## src/rtl/v0_unit_dispatch.sv

```systemverilog
// ---------------------------------------------------------------------------
// v0_unit_dispatch
//   Issue controller in front of the v0 execution units. Takes one decoded op
//   per input handshake, pulses a one-hot start to the addressed unit, waits
//   for completion (fixed for single-cycle units, u_done for multi-cycle
//   units) and presents the result on a valid/ready output. Only one op is
//   in flight at a time.
//
// Handshakes: a transfer happens on a rising clk edge where valid and ready
//   are both 1. Once out_valid is raised, out_* stay stable until
//   out_valid & out_ready. in_ready is raised only in IDLE.
//
// Ports
//   clk, rst            clock, asynchronous active-high reset
//   in_valid/in_ready   op handshake
//   in_unit, in_inst    target unit id, unit-local opcode
//   in_arg1/arg2/imm    operands; in_immsel picks in_imm (1) or in_arg2 (0)
//   u_start             one-hot start pulse, only during ISSUE
//   u_inst, u_a, u_b    registered opcode/operands to the units
//   u_done, u_res       per-unit completion, shared result bus
//   out_valid/out_ready result handshake
//   out_res, out_unit   result and producing unit
//   out_exc             0 ok, 1 unknown unit, 2 timeout
//   dbg_state           current FSM state (0 IDLE, 1 ISSUE, 2 WAIT, 3 DONE)
// ---------------------------------------------------------------------------
module v0_unit_dispatch #(
  parameter logic [15:0] IMPL_MASK  = 16'h3fff,
  parameter logic [15:0] MULTI_MASK = 16'h28b0,
  parameter logic [7:0]  TMO        = 8'd255
) (
  input  logic        clk,
  input  logic        rst,
  input  logic        in_valid,
  output logic        in_ready,
  input  logic [3:0]  in_unit,
  input  logic [3:0]  in_inst,
  input  logic [31:0] in_arg1,
  input  logic [31:0] in_arg2,
  input  logic [31:0] in_imm,
  input  logic        in_immsel,
  output logic [15:0] u_start,
  output logic [3:0]  u_inst,
  output logic [31:0] u_a,
  output logic [31:0] u_b,
  input  logic [15:0] u_done,
  input  logic [31:0] u_res,
  output logic        out_valid,
  input  logic        out_ready,
  output logic [31:0] out_res,
  output logic [3:0]  out_unit,
  output logic [1:0]  out_exc,
  output logic [1:0]  dbg_state
);

  typedef enum logic [1:0] {
    S_IDLE  = 2'd0,
    S_ISSUE = 2'd1,
    S_WAIT  = 2'd2,
    S_DONE  = 2'd3
  } state_e;

  localparam logic [1:0] EXC_OK  = 2'd0;
  localparam logic [1:0] EXC_UNK = 2'd1;
  localparam logic [1:0] EXC_TMO = 2'd2;

  state_e      state_q, state_d;
  logic [3:0]  unit_q, unit_d;
  logic [3:0]  inst_q, inst_d;
  logic [31:0] a_q, a_d;
  logic [31:0] b_q, b_d;
  logic [31:0] res_q, res_d;
  logic [1:0]  exc_q, exc_d;
  logic [7:0]  cnt_q, cnt_d;

  always_ff @(posedge clk or posedge rst) begin
    if (rst) begin
      state_q <= S_IDLE;
      unit_q  <= 4'd0;
      inst_q  <= 4'd0;
      a_q     <= 32'd0;
      b_q     <= 32'd0;
      res_q   <= 32'd0;
      exc_q   <= EXC_OK;
      cnt_q   <= 8'd0;
    end else begin
      state_q <= state_d;
      unit_q  <= unit_d;
      inst_q  <= inst_d;
      a_q     <= a_d;
      b_q     <= b_d;
      res_q   <= res_d;
      exc_q   <= exc_d;
      cnt_q   <= cnt_d;
    end
  end

  always_comb begin
    state_d = state_q;
    unit_d  = unit_q;
    inst_d  = inst_q;
    a_d     = a_q;
    b_d     = b_q;
    res_d   = res_q;
    exc_d   = exc_q;
    cnt_d   = cnt_q;

    unique case (state_q)
      S_IDLE: begin
        if (in_valid) begin
          unit_d = in_unit;
          inst_d = in_inst;
          a_d    = in_arg1;
          b_d    = in_immsel ? in_imm : in_arg2;
          if (!IMPL_MASK[in_unit]) begin
            // Unknown unit: skip the units entirely and report at once.
            res_d   = 32'd0;
            exc_d   = EXC_UNK;
            state_d = S_DONE;
          end else begin
            state_d = S_ISSUE;
          end
        end
      end

      S_ISSUE: begin
        if (!MULTI_MASK[unit_q]) begin
          // Single-cycle units drive u_res during the start cycle.
          res_d   = u_res;
          exc_d   = EXC_OK;
          state_d = S_DONE;
        end else begin
          cnt_d   = 8'd0;
          state_d = S_WAIT;
        end
      end

      S_WAIT: begin
        // Completion is checked before the timeout so that a done arriving
        // on the last allowed cycle still counts as success.
        if (u_done[unit_q]) begin
          res_d   = u_res;
          exc_d   = EXC_OK;
          state_d = S_DONE;
        end else if (cnt_q == TMO) begin
          res_d   = 32'd0;
          exc_d   = EXC_TMO;
          state_d = S_DONE;
        end else begin
          cnt_d = cnt_q + 8'd1;
        end
      end

      S_DONE: begin
        if (out_ready) begin
          state_d = S_IDLE;
        end
      end

      default: state_d = S_IDLE;
    endcase
  end

  assign in_ready  = (state_q == S_IDLE);
  assign out_valid = (state_q == S_DONE);
  assign u_start   = (state_q == S_ISSUE) ? (16'd1 << unit_q) : 16'd0;
  assign u_inst    = inst_q;
  assign u_a       = a_q;
  assign u_b       = b_q;
  assign out_res   = res_q;
  assign out_unit  = unit_q;
  assign out_exc   = exc_q;
  assign dbg_state = state_q;

endmodule
```

## config.mk

```make
export PLATFORM = sky130hd
export DESIGN_NAME = v0_unit_dispatch
export DESIGN_NICKNAME = d
export VERILOG_FILES = /design/src/rtl/v0_unit_dispatch.sv
export SDC_FILE = /design/constraint.sdc
export NUM_CORES = 1
export LEC_CHECK = 0
export BUFFER_PORTS_ARGS = -buffer_cell sky130_fd_sc_hd__buf_2
export CAP_MARGIN = 15
export CORE_AREA = 2 2 120 122
export DETAILED_ROUTE_END_ITERATION = 7
export DIE_AREA = 0 0 122 124
export PLACE_DENSITY = 0.76
export SKIP_LAST_GASP = 1
export SYNTH_ARGS = -nofsm -noshare
export SYNTH_HDL_FRONTEND = slang
export SYNTH_SLANG_ARGS = --single-unit
```

## constraint.sdc

```tcl
create_clock -name clk -period 3.86 [get_ports clk]
set_clock_uncertainty 0.2 [all_clocks]
set_input_delay 0.386 -clock clk [delete_from_list [all_inputs] [get_ports clk]]
set_output_delay 0.386 -clock clk [all_outputs]
set_load 0.05 [all_outputs]
```

**Word-level counts from Yosys, hierarchy flattened**

Memory sizes are Yosys's and may differ from the RTL's.
Cells that the tools add are included.

- Input bits: 157
- Word-level logic and storage cells: 62
- Memories: 2
- Register bits: 116
- ROM bits: 32

- Magnitude comparators: 2
- Shift operators: 1
- Eq/ne operators: 12
- $add $sub $neg: 1
- Reductions and logical operators: 7
- Multiplexer cells: 29

Memories:

| memory | words | bits a word | rd ports | clocked after memory_dff | wr ports | line | RTL |
|---|---|---|---|---|---|---|---|
| (no name shown) | 16 | 1 | 1 | 0 | 0 | 126 | `if (!MULTI_MASK[unit_q]) begin` |
| (no name shown) | 16 | 1 | 1 | 0 | 0 | 114 | `if (!IMPL_MASK[in_unit]) begin` |

Operators with widths:

| cell | count |
|---|---|
| $mux W32 | 6 |
| $pmux W32 S3 | 1 |
| $mux W8 | 3 |
| $mux W2 | 10 |
| $mux W16 | 1 |
| $pmux W8 S2 | 1 |
| $shl A1 B4 Y16 const A | 1 |
| $ne A2 B2 Y1 const B | 6 |
| $lt A4 B5 Y1 const B | 2 |
| $add A8 B1 Y8 const B | 1 |
| $eq A8 B8 Y1 const B | 1 |
| $pmux W2 S4 | 1 |
| $pmux W2 S3 | 1 |
| $reduce_and A5 Y1 | 1 |
| $bmux W1 S4 | 1 |
| $eq A2 B2 Y1 const B | 2 |
| $mux W1 | 4 |
| $reduce_and A4 Y1 | 1 |
| $ne A3 B3 Y1 const B | 1 |
| $reduce_and A3 Y1 | 1 |
| $reduce_bool A3 Y1 | 1 |
| $eq A2 B1 Y1 const B | 1 |
| $logic_not A2 Y1 | 1 |
| $ne A2 B1 Y1 const B | 1 |
| other kinds (2) | 2 |

**Longest topological paths before layout**

Gate-level depths: netlist of the first run.

- Word-level depth: 5
- Depth in mapped cells: 9
- Gate-level depth less buffers: 7

**Worst setup path after synthesis of the first run**

OpenSTA, ideal clock, no wires.

- Path kind: flip-flop to output port
- From: register state_q[1], in the netlist dbg_state[1]
- To: output port u_start[10]
- Stages on the path, launching flop included: 7
- Arrival: 2.357 ns
- Slack: 0.917 ns
- Required time: 3.274 ns
- Path buffers: 1
- Cells stage by stage: dfrtp_1 > inv_1 > ha_1 > clkbuf_1 > inv_1 > or3_1 > nor2_1

- Cells in the longest elaborated chain, start to end: 2

Ends and longest elaborated chain:

| what | line | RTL |
|---|---|---|
| from (decl) | 66 | `state_e state_q, state_d;` |
| from (signal assigned) | 86 | `state_q <= state_d;` |
| $eq A2 B1 Y1 | 165 | `assign u_start = (state_q == S_ISSUE) ? (16'd1 << unit_q) : 16'd0;` |
| $mux W16 | 165 |  |
| to (decl) | 41 | `output logic [15:0] u_start,` |

No other way between the ends.

**Worst setup path in the final report of the first run**

- From: register unit_q[2], in the netlist out_unit[2]
- To: register res_q[5], in the netlist out_res[5]

- Cells in the longest elaborated chain, start to end: 4
- Elaborated cells on any way between the ends: 9
- Those cells by class: 2 x eq/ne; 5 x mux; 1 x reduce/logical; 1 x memory

Ends and longest elaborated chain:

| what | line | RTL |
|---|---|---|
| from (decl) | 67 | `logic [3:0] unit_q, unit_d;` |
| from (signal assigned) | 87 | `unit_q <= unit_d;` |
| $mem_v2 Z16 W1 or $bmux W1 S4 (tied branches) | -- |  |
| $mux W1 (on tied branches) | 126, 140 |  |
| $ne A2 B2 Y1 (no line) (tied with other cells) | -- |  |
| $reduce_and A5 Y1 (no line) or $pmux W32 S3 (tied branches) | -- |  |
| to (signal assigned) | 91 | `res_q <= res_d;` |
| to (decl) | 71 | `logic [31:0] res_q, res_d;` |

Parallel ways exist; a longest one is shown, timed or not. The select of a mux whose other input is x is not followed.
A chain may end at the register's enable or synchronous reset.

==> impl_metrics.py, run 1 <==
metrics = {
    "setup_path": {
        "critPathBufInv": 1,
        "crit_type": "reg2reg",
        "cp_slowest_cell": "dfrtp_1",
        "cp.required_ns": 3.95,
        "cpMostUsedCell": "o221a_4",
        "cp_slowest_stage_delay_ns": 0.72,
        "cp_max_fo": 20,
        "arrival_ns": 3.13,
        "crit_family": "compound AO/OA/AOI/OAI gates",
        "cp-end-kind": "register",
        "crit_path_start_kind": "register",
        "crit_chain": "mux2i_1, o221a_4, a22oi_4, o221a_4, buf_12, mux2_4",
    },
    "placed_design": {
        "place_ws_ns": 0.805,
        "dpl_cell_area_um2": 7220,
        "place.gp.congestion": 0.851,
        "io_buffers": 282,
        "placed_cells": 917,
        "detailedPlacementHpwl_mm": 11.4,
    },
    "cts": {
        "cts-resized-gates": 0,
        "cts_setup_buffers": 0,
        "cts.sinks": 116,
        "clockBufferDepth": 2,
        "cts-htree-levels": 4,
        "insertion_delay_ns": 0.41,
        "cts_tree": "done",
        "cts_buffers": 17,
        "path_clk_slew_ns": 0.06,
        "clockRootBuffer": "clkbuf_16",
    },
    "flow_run": {
        "drv_cap": 0,
    },
    "timing": {
        "post-route-min-period_ns": 3.04,
        "tightestPinTransition_ns": 1.06,
        "rsz0062_at_grt": "no",
        "final_max_slew_viol_count": 0,
        "whs_ns": 0.0211,
        "period_share_pct": 78.9,
        "hold_viol": 0,
        "max_freq_mhz": 329,
        "setup_viol": 0,
        "slew_headroom_pct": 29.4,
        "fin_ws_ns": 0.816,
        "setup_tns_ns": 0,
    },
    "route": {
        "drt_iter0_markers": 235,
        "vias": 4926,
        "top_layer_used": "met4",
        "met1_length_mm": 6.82,
        "wl_met3_mm": 1.09,
        "dr.pass1.iters": 4,
        "routed-wl-met2_mm": 8.44,
        "wl_mm": 16.7,
        "ant_nets": 0,
        "wl_per_cell_um": 17.1,
        "drc_errors": 0,
        "via_per_inst": 5.04,
    },
    "logic_synthesis": {
        "synth_edf_count": 0,
        "yosysSeqAreaShare_pct": 50.8,
        "syn_inst": 484,
        "syn_area_um2": 5710,
        "synth_warnings": 0,
        "synth_seq_cells": 116,
        "async_flop_share_pct": 100,
        "avgSynthCellArea_um2": 11.8,
        "synth_cell_types": 48,
        "synth.net_count": 646,
        "ys.flop_type": "dfrtp_1",
    },
    "die": {
        "num_rows": 43,
        "fp.dieW_um": 122,
        "io_pins": 283,
        "die_area_um2": 15100,
        "initial_core_util_pct": 41.7,
        "die_y_um": 124,
        "coreArea_um2": 13700,
    },
    "power_and_ir_drop": {
        "swShare_pct": 48.8,
        "intPower_mw": 4.10,
        "clkPwrFrac_pct": 21.0,
        "vdd_drop_max_v": 0.000708,
        "leakage_nw": 4.34,
        "total_power_mw": 8.01,
        "comb_power_share_pct": 53.9,
        "pwr-share-seq_pct": 25.1,
        "cellPowerDensity_nw_per_um2": 985,
        "power.switching_mw": 3.90,
    },
    "min_path": {
        "hold_path_class": "in2reg",
    },
    "grt": {
        "grt_max_degree": 106,
        "grt_pass1_vias": 4855,
        "track_usage_pct": 21.5,
        "grt_pass1_wl_mm": 25.1,
        "antenna_found_initial": 0,
        "gr-total-overflow": 0,
    },
    "status": {
        "outcome": "completed",
    },
    "finish": {
        "area_growth_pct": 42.3,
        "final_cell_area_um2": 8130,
        "drive_gt1_share_pct": 50.1,
        "fin_util_pct": 59.3,
        "layoutNonFillerInstCount": 977,
        "nets": 946,
        "antenna_cells": 0,
    },
}
-- Yosys cell counts, types with 2 or more instances --
| master | count | share of area [%] |
|---|---|---|
| nor4_1 | 3 | 0.33 |
| buf_2 | 3 | 0.26 |
| dfrtp_1 | 116 | 51 |
| or3_1 | 8 | 0.88 |
| mux2_2 | 43 | 8.5 |
| buf_6 | 2 | 0.39 |
| nor2_1 | 22 | 1.4 |
| o21ai_0 | 39 | 3.4 |
| nand2_1 | 48 | 3.2 |
| nand2b_1 | 4 | 0.44 |
| a21oi_1 | 2 | 0.18 |
| nand3_1 | 7 | 0.61 |
| o221a_4 | 2 | 0.70 |
| mux2_4 | 29 | 7.6 |
| o211ai_1 | 8 | 1.1 |
| a32oi_1 | 2 | 0.31 |
| o221ai_1 | 2 | 0.31 |
| buf_12 | 3 | 1.1 |
| inv_1 | 9 | 0.59 |
| nor3_1 | 6 | 0.53 |
| clkbuf_1 | 18 | 1.2 |
| ha_1 | 5 | 1.1 |
| mux2i_1 | 39 | 6.8 |
| and3_1 | 34 | 3.7 |
| buf_1 | 7 | 0.46 |
-- area by class of cell --
| cell class | count | area, um^2 |
|---|---|---|
| clock buffer | 20 | 447 |
| clock inverter | 12 | 179 |
| fill | 1114 | 5590 |
| inverter | 9 | 36.3 |
| multi-input combinational | 326 | 2590 |
| sequential | 116 | 2900 |
| tap | 180 | 225 |
| timing repair buffer | 314 | 1750 |
-- worst reg2reg max path, stage by stage, from the launching register on --
cell and delay (ns):
dfrtp_1 0.72, mux2i_1 0.18, o221a_4 0.31, a22oi_4 0.41
o221a_4 0.54, buf_12 0.24, mux2_4 0.32
-- sequential cells by signal, indices dropped and copies added, names as in the netlist --
name and cells:
out_exc 2, dbg_state 2, out_unit 4, u_a 32, cnt_q 8, u_inst 4
u_b 32, out_res 32
-- cell families after synthesis --
logic type,synth area share [%]
AOI/OAI and AO/OA,8.65
DFF,50.8
and+or+nand+nor,12.0
muxes,23.5
adders and majority gates,1.09
buffers and inverters,3.94
-- power groups by stage --
stage	Combinational, mW	Sequential (mW)	Clock, mW
final	4.31	2.01	1.68
after detailed placement	4.29	2.01	0
after floorplan	1.97	3.45	0
after global placement	4.24	1.98	0
after global routing	4.56	2.07	1.76
after CTS	4.33	2.00	1.70
-- worst paths after layout --
check / start / endpoint / slack [ns] / cells past startpoint
worst max-delay path: out_unit[2]$_DFFE_PP0P_ / out_res[5]$_DFFE_PP0P_ / 0.82 / 6
max in group asynchronous: rst / out_res[16]$_DFFE_PP0P_ / 2.26 / 4
worst max register to register: out_unit[2]$_DFFE_PP0P_ / out_res[5]$_DFFE_PP0P_ / 0.82 / 6
worst min-delay path: in_arg1[9] / u_a[9]$_DFFE_PP0P_ / 0.02 / 2
min in group asynchronous: rst / u_a[30]$_DFFE_PP0P_ / 0.42 / 3
worst min register to register: u_b[22]$_DFFE_PP0P_ / u_b[22]$_DFFE_PP0P_ / 0.27 / 2
-- repair_timing --
| action | CTS | global route |
|---|---|---|
| endpoints found under the setup margin | 0 | 0 |
| hold endpoints to repair | 72 | 0 |
| hold buffers | 28 | 0 |
-- layer usage --
layer,GRT usage [%],vias up
li1,-,2329
met5,0,-
met1,26.3,2353
met4,8.55,0
met3,5.54,30
met2,36.5,214
-- placed cells by master (no fill, tap or decap), types with 17 or more instances in the layout --
cell type,count
mux2i_1,39
mux2_2,43
clkbuf_16,17
o21ai_0,39
dfrtp_1,116
and3_1,34
nand2_1,47
dlygate4sd3_1,28
nor2_1,22
mux2_4,29
buf_2,282
(Power assumes the default switching activity.)
==> inputs of run 2 (changes only) <==
--- a/config.mk
+++ b/config.mk
@@ -5,12 +5,13 @@
 export SDC_FILE = /design/constraint.sdc
 export NUM_CORES = 1
 export LEC_CHECK = 0
+export ABC_AREA = 1
 export BUFFER_PORTS_ARGS = -buffer_cell sky130_fd_sc_hd__buf_2
 export CAP_MARGIN = 15
-export CORE_AREA = 2 2 120 122
+export CORE_AREA = 2 2 115 117
 export DETAILED_ROUTE_END_ITERATION = 7
-export DIE_AREA = 0 0 122 124
-export PLACE_DENSITY = 0.76
+export DIE_AREA = 0 0 117 119
+export PLACE_DENSITY = 0.79
 export SKIP_LAST_GASP = 1
 export SYNTH_ARGS = -nofsm -noshare
 export SYNTH_HDL_FRONTEND = slang
==> constraint.sdc (replaced) <==
create_clock -name clk -period 3 [get_ports clk]
set_clock_uncertainty 0.2 [all_clocks]
set_input_delay 0.3 -clock clk [delete_from_list [all_inputs] [get_ports clk]]
set_output_delay 0.3 -clock clk [all_outputs]
set_load 0.05 [all_outputs]
==> run 2 against run 1 <==
  * Sequential power increased by 34%
  * Area after synthesis about the same
  * Sequential cell count unchanged
  * Final cell count increased by 37%
  * Power increased by 41%
  * Clock-buffer cell count decreased by 3
  * Sequential share of layout area decreased by 3.6 points
  * Critical path depth increased by 1
  * Register-to-register slack got worse by 0.66 ns
  * Non-clock buffer count increased by 95
  * First-iteration DRC count increased by 130%
  * Clock power increased by 29%
  * Critical endpoint is now u_b[6]$_DFFE_PP0P_
==> impl_metrics.py, run 2 <==
metrics = {
    "timing": {
        "whs_ns": 0.0154,
        "slew_headroom_pct": 50.8,
        "final_max_slew_viol_count": 0,
        "setup_tns_ns": 0,
        "tightestPinTransition_ns": 0.738,
        "rsz0062_at_grt": "no",
        "post-route-min-period_ns": 2.84,
        "setup_viol": 0,
        "period_share_pct": 94.7,
        "hold_viol": 0,
        "max_freq_mhz": 352,
    },
    "logic_synthesis": {
        "synth_common_cells": "369 x nand2_1, 116 x dfrtp_1, 68 x a21oi_1",
        "synth.net_count": 927,
        "synth_seq_cells": 116,
        "synth_cell_types": 27,
        "synth_top_cell_area_share_pct": 50.8,
        "async_flop_share_pct": 100,
        "syn_area_um2": 5720,
        "avgSynthCellArea_um2": 7.48,
        "synth_warnings": 0,
        "ys.flop_type": "dfrtp_1",
        "syn_inst": 765,
        "synth_top_cell_by_area": "dfrtp_1",
        "synth_most_common_cell": "nand2_1",
        "yosysSeqAreaShare_pct": 50.8,
        "synthTopCellsByArea": "dfrtp_1 51%, nand2_1 24%, a21oi_1 6.0%",
        "synth_edf_count": 0,
    },
    "setup_path": {
        "cp_slowest_stage_delay_ns": 0.59,
        "reg2regPathDepth": 7,
        "cp-end-kind": "register",
        "cp.required_ns": 3.16,
        "timing.rr.start": "dbg_state[0]$_DFFE_PP0P_",
        "cp_max_fo": 68,
        "r2r_slack_ns": 0.16,
        "worstReg2RegEnd": "u_b[6]$_DFFE_PP0P_",
        "crit_type": "reg2reg",
        "cp_slowest_cell": "dlygate4sd3_1",
        "arrival_ns": 3.00,
        "cpMostUsedCell": "a21oi_1",
        "crit_chain": "inv_1, ha_1, nand2_2, buf_4, a21oi_1, a21oi_1, dlygate4sd3_1",
        "crit_path_start_kind": "register",
    },
    "grt": {
        "grt_pass1_wl_mm": 33.4,
        "grt_pass1_vias": 6831,
        "gr-total-overflow": 0,
        "grt_max_degree": 117,
        "track_usage_pct": 31.0,
        "antenna_found_initial": 0,
    },
    "placed_design": {
        "detailedPlacementHpwl_mm": 11.7,
        "io_buffers": 282,
        "place.gp.congestion": 0.793,
    },
    "finish": {
        "drive_gt1_share_pct": 30.3,
        "layout_commonest_cell": "nand2_1",
        "nets": 1312,
        "area_growth_pct": 58.1,
        "final_cell_mix": "368 x nand2_1, 282 x buf_2, 118 x dlygate4sd3_1",
        "antenna_cells": 0,
    },
    "die": {
        "coreArea_um2": 12900,
        "initial_core_util_pct": 44.4,
        "io_pins": 283,
        "die_y_um": 119,
        "fp.dieW_um": 117,
        "num_rows": 42,
        "die_area_um2": 13900,
    },
    "power_and_ir_drop": {
        "leakage_nw": 5.00,
        "cellPowerDensity_nw_per_um2": 1250,
        "vdd_drop_max_v": 0.000831,
    },
    "route": {
        "dr.pass1.iters": 6,
        "via_per_inst": 5.23,
        "drc_errors": 0,
        "wl_per_cell_um": 16.0,
        "vias": 6997,
        "ant_nets": 0,
        "wl_mm": 21.5,
        "drt_iter0_markers": 539,
    },
    "cts": {
        "cts-htree-levels": 4,
        "cts.sinks": 116,
        "clockBufferDepth": 2,
        "cts_tree": "done",
        "path_clk_slew_ns": 0.06,
        "insertion_delay_ns": 0.41,
        "cts_buffers": 17,
        "clockRootBuffer": "clkbuf_16",
    },
    "min_path": {
        "holdPathEnd": "out_res[3]$_DFFE_PP0P_",
        "holdPathStages": 5,
        "hold_path_class": "in2reg",
        "min_from": "u_res[3]",
    },
    "status": {
        "outcome": "completed",
    },
    "flow_run": {
        "drv_cap": 0,
    },
}
[run 2: cell count changes in the layout (fill, tap and decap cells not counted), sizes merged, moves of 21 or more]
cell | before | now
nand2 | 48 | 375
dlygate4sd3 | 28 | 118
mux2 | 73 | 0
a21oi | 2 | 68
nand3 | 7 | 49
mux2i | 39 | 0
nor2 | 22 | 59
and3 | 34 | 0
o21ai | 39 | 18
[run 2: power by group]
part / internal, mW / switching (mW) / leakage [nW]
clock network: 1.40 / 0.769 / 0.312
registers: 2.23 / 0.455 / 1.45
logic: 1.65 / 4.80 / 3.24
total: 5.28 / 6.02 / 5.00
[run 2: logic make-up after synthesis]
family                     count (synthesis)  synth area share [%]
and+or+nand+nor                          489                  34.5
DFF                                      116                  50.8
AOI/OAI and AO/OA                         88                  8.18
buffers and inverters                     66                  5.36
adders and majority gates                  5                  1.09
xor gates and xnor gates                   1                 0.153
[run 2: cell type report]
| cell class | count | area, um^2 |
|---|---|---|
| clock buffers | 17 | 425 |
| clock inverters | 15 | 205 |
| well taps | 176 | 220 |
| inverters | 23 | 90.1 |
| multi-input cells | 583 | 2510 |
| flip-flops and latches | 116 | 2900 |
| fillers | 921 | 3830 |
| repair buffers | 409 | 2690 |
[run 2: routing by layer]
metal	GRT usage, %	part of all wire [%]
met5	0	0
met4	17.1	5.5
met3	7.38	8.0
met2	51.6	49
met1	36.4	37
[run 2: per-stage QoR]
stage | total power, mW | instance area (um^2) | instances | setup slack [ns] | utilization [%]
CTS | 11.1 | 9040 | 1339 | 0.353 | 70.2
finish | 11.3 | 9040 | 1339 | 0.160 | 70.2
detailed placement | 8.46 | 7230 | 1189 | 0.520 | 56.2
floorplan | 7.17 | 5720 | 765 | 0.464 | -
global placement | 8.37 | 7230 | 1189 | 0.654 | 56.2
global route | 11.9 | 9040 | 1339 | 0.0377 | 70.2
[run 2: worst max-delay path by stage]
stage                     slack [ns]                       to                      from
after floorplan                 0.46  out_unit[0]$_DFFE_PP0P_  dbg_state[1]$_DFFE_PP0P_
after global placement          0.65   out_res[1]$_DFFE_PP0P_  dbg_state[0]$_DFFE_PP0P_
after detailed placement        0.52  out_res[10]$_DFFE_PP0P_  dbg_state[0]$_DFFE_PP0P_
after CTS                       0.35       u_b[2]$_DFFE_PP0P_  dbg_state[0]$_DFFE_PP0P_
after global routing            0.04      u_b[20]$_DFFE_PP0P_  dbg_state[0]$_DFFE_PP0P_
final                           0.16       u_b[6]$_DFFE_PP0P_  dbg_state[0]$_DFFE_PP0P_
[run 2: worst max-delay path: cells and delay by family, from the launching register on]
kind | cells | cell delay (ns)
buffers and inverters | 3 | 1.26
DFF | 1 | 0.46
AOI/OAI and AO/OA | 2 | 0.42
adders and majority gates | 1 | 0.30
and+or+nand+nor | 1 | 0.12
[run 2: what timing repair did]
item,CTS,global route
hold endpoints to repair,205,0
buffers inserted,0,0
hold buffers,118,0
gates resized for setup,0,0
